--- config.mk ---
export PLATFORM = sky130hd
export DESIGN_NAME = bus_write_decoder
export DESIGN_NICKNAME = d
export VERILOG_FILES = /design/src/rtl/bus_write_decoder.sv
export SDC_FILE = /design/constraint.sdc
export NUM_CORES = 1
export LEC_CHECK = 0
export CORE_UTILIZATION = 48
export CTS_CLUSTER_SIZE = 40
export DETAILED_ROUTE_END_ITERATION = 8
export PLACE_DENSITY = 0.78
export SLEW_MARGIN = 20
export SYNTH_ARGS = -nofsm -noshare
export SYNTH_HDL_FRONTEND = slang
export SYNTH_SLANG_ARGS = --single-unit
--- constraint.sdc ---
create_clock -name clock -period 2.03 [get_ports clock]
set_input_delay 0.406 -clock clock [delete_from_list [all_inputs] [get_ports clock]]
set_output_delay 0.406 -clock clock [all_outputs]
set_load 0.05 [all_outputs]
--- src/rtl/bus_write_decoder.sv ---
// Write side of the shared datapath bus: owns the architectural
// registers, issues data-memory write strobes and pointer increments.
module bus_write_decoder #(
  parameter int DW = 16,
  parameter int CW = 4
) (
  input  logic          clock,
  input  logic          rst_n,
  input  logic [DW-1:0] busin,
  input  logic [CW-1:0] write_en,
  input  logic [3:0]    inc_en,
  input  logic          clr_ac,
  output logic [DW-1:0] aa,
  output logic [DW-1:0] r2,
  output logic [DW-1:0] ab,
  output logic [DW-1:0] ir,
  output logic [DW-1:0] am,
  output logic [DW-1:0] an,
  output logic [DW-1:0] bn,
  output logic [DW-1:0] arp,
  output logic [DW-1:0] acp,
  output logic [DW-1:0] bcp,
  output logic [DW-1:0] ac,
  output logic [DW-1:0] ad,
  output logic          dm_we,
  output logic [DW-1:0] dm_addr,
  output logic [DW-1:0] dm_wdata,
  output logic          wr_err
);

  typedef enum logic [3:0] {
    C_IDLE = 4'd0,
    C_AA   = 4'd1,
    C_R2   = 4'd2,
    C_AB   = 4'd3,
    C_IR   = 4'd4,
    C_AM   = 4'd5,
    C_AN   = 4'd6,
    C_BN   = 4'd7,
    C_ARP  = 4'd8,
    C_ACP  = 4'd9,
    C_BCP  = 4'd10,
    C_R1   = 4'd11,
    C_AC   = 4'd12,
    C_AD   = 4'd13,
    C_DM   = 4'd14,
    C_IM   = 4'd15
  } code_e;

  localparam logic [DW-1:0] ONE = DW'(1);

  logic [DW-1:0] r_aa;
  logic [DW-1:0] r_r2;
  logic [DW-1:0] r_ab;
  logic [DW-1:0] r_ir;
  logic [DW-1:0] r_am;
  logic [DW-1:0] r_an;
  logic [DW-1:0] r_bn;
  logic [DW-1:0] r_arp;
  logic [DW-1:0] r_acp;
  logic [DW-1:0] r_bcp;
  logic [DW-1:0] r_ac;
  logic [DW-1:0] r_ad;
  logic          r_dm_we;
  logic [DW-1:0] r_dm_addr;
  logic [DW-1:0] r_dm_wdata;
  logic          r_wr_err;

  logic [15:0]   w_sel;
  logic          w_rsvd;
  logic [3:0]    w_code;

  logic [DW-1:0] w_aa_nx;
  logic [DW-1:0] w_r2_nx;
  logic [DW-1:0] w_ab_nx;
  logic [DW-1:0] w_ir_nx;
  logic [DW-1:0] w_am_nx;
  logic [DW-1:0] w_an_nx;
  logic [DW-1:0] w_bn_nx;
  logic [DW-1:0] w_arp_nx;
  logic [DW-1:0] w_acp_nx;
  logic [DW-1:0] w_bcp_nx;
  logic [DW-1:0] w_ac_nx;
  logic [DW-1:0] w_ad_nx;
  logic [DW-1:0] w_dm_addr_nx;
  logic [DW-1:0] w_dm_wdata_nx;

  assign w_code = 4'(write_en);

  always_comb begin
    w_sel  = '0;
    w_rsvd = 1'b0;
    unique case (w_code)
      C_IDLE: ;
      C_AA:   w_sel[C_AA]  = 1'b1;
      C_R2:   w_sel[C_R2]  = 1'b1;
      C_AB:   w_sel[C_AB]  = 1'b1;
      C_IR:   w_sel[C_IR]  = 1'b1;
      C_AM:   w_sel[C_AM]  = 1'b1;
      C_AN:   w_sel[C_AN]  = 1'b1;
      C_BN:   w_sel[C_BN]  = 1'b1;
      C_ARP:  w_sel[C_ARP] = 1'b1;
      C_ACP:  w_sel[C_ACP] = 1'b1;
      C_BCP:  w_sel[C_BCP] = 1'b1;
      C_AC:   w_sel[C_AC]  = 1'b1;
      C_AD:   w_sel[C_AD]  = 1'b1;
      C_DM:   w_sel[C_DM]  = 1'b1;
      C_R1:   w_rsvd       = 1'b1;
      C_IM:   w_rsvd       = 1'b1;
      default: ;
    endcase
  end

  // plain registers: bus write or hold
  always_comb begin
    w_aa_nx = w_sel[C_AA] ? busin : r_aa;
    w_r2_nx = w_sel[C_R2] ? busin : r_r2;
    w_ab_nx = w_sel[C_AB] ? busin : r_ab;
    w_ir_nx = w_sel[C_IR] ? busin : r_ir;
    w_am_nx = w_sel[C_AM] ? busin : r_am;
    w_an_nx = w_sel[C_AN] ? busin : r_an;
    w_bn_nx = w_sel[C_BN] ? busin : r_bn;
    w_ad_nx = w_sel[C_AD] ? busin : r_ad;
  end

  // pointers and ac: bus write beats clear beats increment
  always_comb begin
    w_arp_nx = r_arp;
    if (w_sel[C_ARP]) begin
      w_arp_nx = busin;
    end else if (inc_en[0]) begin
      w_arp_nx = r_arp + ONE;
    end

    w_acp_nx = r_acp;
    if (w_sel[C_ACP]) begin
      w_acp_nx = busin;
    end else if (inc_en[1]) begin
      w_acp_nx = r_acp + ONE;
    end

    w_bcp_nx = r_bcp;
    if (w_sel[C_BCP]) begin
      w_bcp_nx = busin;
    end else if (inc_en[2]) begin
      w_bcp_nx = r_bcp + ONE;
    end

    w_ac_nx = r_ac;
    if (w_sel[C_AC]) begin
      w_ac_nx = busin;
    end else if (clr_ac) begin
      w_ac_nx = '0;
    end else if (inc_en[3]) begin
      w_ac_nx = r_ac + ONE;
    end
  end

  always_comb begin
    w_dm_addr_nx  = r_dm_addr;
    w_dm_wdata_nx = r_dm_wdata;
    if (w_sel[C_DM]) begin
      w_dm_addr_nx  = r_aa;
      w_dm_wdata_nx = busin;
    end
  end

  always_ff @(posedge clock) begin
    if (!rst_n) begin
      r_aa       <= '0;
      r_r2       <= '0;
      r_ab       <= '0;
      r_ir       <= '0;
      r_am       <= '0;
      r_an       <= '0;
      r_bn       <= '0;
      r_arp      <= '0;
      r_acp      <= '0;
      r_bcp      <= '0;
      r_ac       <= '0;
      r_ad       <= '0;
      r_dm_we    <= 1'b0;
      r_dm_addr  <= '0;
      r_dm_wdata <= '0;
      r_wr_err   <= 1'b0;
    end else begin
      r_aa       <= w_aa_nx;
      r_r2       <= w_r2_nx;
      r_ab       <= w_ab_nx;
      r_ir       <= w_ir_nx;
      r_am       <= w_am_nx;
      r_an       <= w_an_nx;
      r_bn       <= w_bn_nx;
      r_arp      <= w_arp_nx;
      r_acp      <= w_acp_nx;
      r_bcp      <= w_bcp_nx;
      r_ac       <= w_ac_nx;
      r_ad       <= w_ad_nx;
      r_dm_we    <= w_sel[C_DM];
      r_dm_addr  <= w_dm_addr_nx;
      r_dm_wdata <= w_dm_wdata_nx;
      r_wr_err   <= r_wr_err | w_rsvd;
    end
  end

  assign aa       = r_aa;
  assign r2       = r_r2;
  assign ab       = r_ab;
  assign ir       = r_ir;
  assign am       = r_am;
  assign an       = r_an;
  assign bn       = r_bn;
  assign arp      = r_arp;
  assign acp      = r_acp;
  assign bcp      = r_bcp;
  assign ac       = r_ac;
  assign ad       = r_ad;
  assign dm_we    = r_dm_we;
  assign dm_addr  = r_dm_addr;
  assign dm_wdata = r_dm_wdata;
  assign wr_err   = r_wr_err;

endmodule

==> impl_metrics.json <==
{
  "status": "complete, no violations",
  "cts_tree": "done",
  "cts_resized": 203,
  "die_h_um": 140.4,
  "synth-edff-count": 0,
  "clock-root-buffer": "clkbuf_16",
  "grt_usage": 0.3171,
  "synth_top_family_by_area": "simple AND/OR/NAND/NOR gates",
  "synth-seq-area-share": 0.4924,
  "crit_path_cell_trace": "dlygate4sd2_1",
  "path_delay_family": "buffers and inverters",
  "clk_latency_ns": 0.52,
  "grt_pass1_wl_mm": 49.09,
  "gp_congestion": 0.9748,
  "ir_drop_v": 0.0007303,
  "worst_pin_slew_ns": 0.7589,
  "areaGrowthSynthToFinish_pct": 42.45,
  "start_util": 0.4912,
  "synthMuxAreaShare": 0.003268,
  "synth_compound_area_frac": 0.1791,
  "period_share": 0.9790,
  "synthCells": 1163,
  "critPathRequiredTime_ns": 1.62,
  "synthSimpleGateAreaFrac": 0.2442,
  "design_area_um2": 13090,
  "path_clk_slew_ns": 0.06,
  "ys_seq_elements": 226,
  "max_freq_mhz": 503.2,
  "syn_area_um2": 9188,
  "wl_per_cell_um": 18.76,
  "path_max_fanout": 9,
  "criticalPathCategory": "flop to output pin",
  "pin_count": 253,
  "endpoint_kind": "output pin",
  "syn_nets": 1194,
  "cts_made_buffers": 24,
  "place_inst": 1655,
  "gr-total-overflow": 0,
  "slowest_stage": "dlygate4sd2_1",
  "rsz0062_at_grt": "no",
  "numClockSinks": 226,
  "syn_area_per_cell_um2": 7.900,
  "worst_setup_path_start_kind": "flop",
  "hold_path_class": "flop to flop",
  "rows": 50,
  "yosys_most_used_dff": "dfxtp_1",
  "placed_cell_area_um2": 12520,
  "grt_max_degree": 73,
  "finalHoldViolCount": 0,
  "antenna_found_initial": 0,
  "viasPerCell": 5.595,
  "fin_cells": 1699,
  "drt-initial-drc-count": 775,
  "async_flop_share": 0,
  "synth_xor_area_frac": 0.03527,
  "ant_nets": 0,
  "layout-drive-gt1-share": 0.1209,
  "synth.distinct_cells": 58,
  "path_buf_inv": 1,
  "num_vias": 9506,
  "hold_buffers": 0,
  "period_minus_slack_ns": 1.987,
  "p_per_area_nw_per_um2": 796.6,
  "cts_buffer_depth": 3,
  "post_cts_buffers": 0,
  "port_buffers": 252,
  "synth_fa_ha_area_frac": 0.005447,
  "detailed_place_hpwl_mm": 21.30,
  "synth.yosys.warnings": 0,
  "finalMaxSlewViolations": 0,
  "p_leak_nw": 5.626,
  "utilization": 0.6997,
  "dieWidth_um": 140.4,
  "layout.nets": 1478,
  "finalSetupViolations": 0,
  "wirelength_mm": 31.87,
  "cp.arrival_ns": 1.58,
  "finClkSkew_ns": 0.01086,
  "grt_pass1_vias": 8823,
  "drc_errors": 0,
  "core_um2": 18710,
  "dr.pass1.iters": 5,
  "cp_slowest_stage_delay_ns": 0.58,
  "relSlewSlack": 0.4925,
  "htreeDepth": 1,
  "nFillCells": 1585,
  "drv_cap": 0,
  "die-area_um2": 19700
}
## routing by layer
metal | wire [um] | part of all wire | global-route usage | vias to the layer above
li1 | - | - | - | 4543
met1 | 13140 | 0.41 | 0.4074 | 4508
met2 | 14970 | 0.47 | 0.5247 | 399
met3 | 2905 | 0.091 | 0.08444 | 56
met4 | 845 | 0.027 | 0.08618 | 0
met5 | 0 | 0 | 0 | -
## cell usage in the layout, fill, tap and decap left out, types with 4 or more instances in the layout
cell type,Yosys,routed
clkbuf_8,0,7
and3_1,8,8
o21ai_0,36,36
a211oi_1,21,21
nand3_1,16,16
nand2_1,357,357
or3_1,9,9
nor4_1,9,9
nand4_1,20,20
inv_1,5,4
clkinv_2,0,6
and4_1,9,9
dfxtp_1,226,223
buf_4,0,101
nor2_1,37,36
a22oi_1,4,4
xnor2_1,18,18
dlygate4sd2_1,0,203
nor2b_1,4,4
or4_1,4,4
a21oi_1,191,191
xor2_1,19,19
ha_1,4,4
clkbuf_16,0,24
a31oi_1,13,13
clkdlybuf4s50_1,0,26
buf_12,0,16
nor3_2,2,4
nor3_1,14,12
## stage by stage
| step | total power, mW | setup WS [ns] | hold slack [ns] | TNS (ns) |
|---|---|---|---|---|
| after global routing | 10.72 | 0.03017 | 0.4632 | 0 |
| final | 10.43 | 0.04271 | 0.4506 | 0 |
| after detailed placement | 6.062 | -0.2492 | 0.4469 | -4.647 |
| after global placement | 6.055 | -0.2062 | 0.4399 | -4.177 |
| after floorplan | 5.486 | 0.02064 | 0.5590 | 0 |
| after CTS | 10.43 | 0.04596 | 0.4524 | 0 |
## layout make-up
| type | count | area, um2 | share of cell area |
|---|---|---|---|
| well taps | 234 | 292.8 | 0.02237 |
| inverters | 5 | 23.77 | 0.001816 |
| clock buffers | 33 | 704.4 | 0.05382 |
| multi-input cells | 844 | 4305 | 0.3290 |
| diodes | 1 | 2.502 | 0.0001912 |
| repair buffers | 346 | 3117 | 0.2381 |
| clock inverters | 10 | 113.9 | 0.008700 |
| flip-flops and latches | 226 | 4528 | 0.3460 |
## where the power goes
| part | switching [mW] | internal, mW | total, mW |
|---|---|---|---|
| clock | 1.83 | 2.68 | 4.51 |
| combinational | 0.886 | 0.384 | 1.27 |
| sequential | 0.0944 | 4.55 | 4.64 |
| total | 2.81 | 7.61 | 10.4 |
## state kept, by name, summed over array words and instances (netlist names), 16 cells and up
register / cells
an: 16
r2: 16
dm_addr: 16
acp: 16
bcp: 16
am: 16
ad: 16
aa: 16
ir: 16
ab: 16
dm_wdata: 16
ac: 16
arp: 16
bn: 16
## final timing paths
kind | startpoint | slack [ns] | cells past startpoint | to
worst max register to register | ac[0] | 0.23 | 5 | ac[14]
worst min-delay path | r2[8] | 0.45 | 2 | r2[8]
worst min register to register | r2[8] | 0.45 | 2 | r2[8]
worst max-delay path | ac[4] | 0.04 | 1 | ac[4]
## synth_stat cells (all sizes together), types with 2 or more instances
library cell | count | area, um2
nand2 | 357 | 1340
dfxtp | 226 | 4524
a21oi | 191 | 955.9
clkbuf | 72 | 271.5
nor2 | 39 | 151.4
o21ai | 36 | 180.2
nand4 | 22 | 158.9
a211oi | 21 | 157.7
xor2 | 19 | 166.4
xnor2 | 18 | 157.7
nand3 | 17 | 97.60
buf | 16 | 80.08
nor3 | 16 | 90.09
a31oi | 13 | 81.33
and4 | 9 | 78.83
nor4 | 9 | 56.30
or3 | 9 | 56.30
and3 | 8 | 50.05
inv | 5 | 18.77
a22oi | 4 | 30.03
ha | 4 | 50.05
nor2b | 4 | 25.02
or4 | 4 | 30.03
and2 | 3 | 18.77
mux2i | 3 | 30.03
nand2b | 3 | 18.77
o21a | 3 | 22.52
o221a | 3 | 33.78
o31ai | 3 | 22.52
a21o | 2 | 15.01
a22o | 2 | 17.52
a32o | 2 | 20.02
nand3b | 2 | 15.01
## cells by family after synthesis
kind of cell,Yosys count
buf+inv,93
simple gates,508
compound gates,292
flops,226
mux,3
xor+xnor,37
fa+ha+maj,4
(Power assumes the default switching activity.)
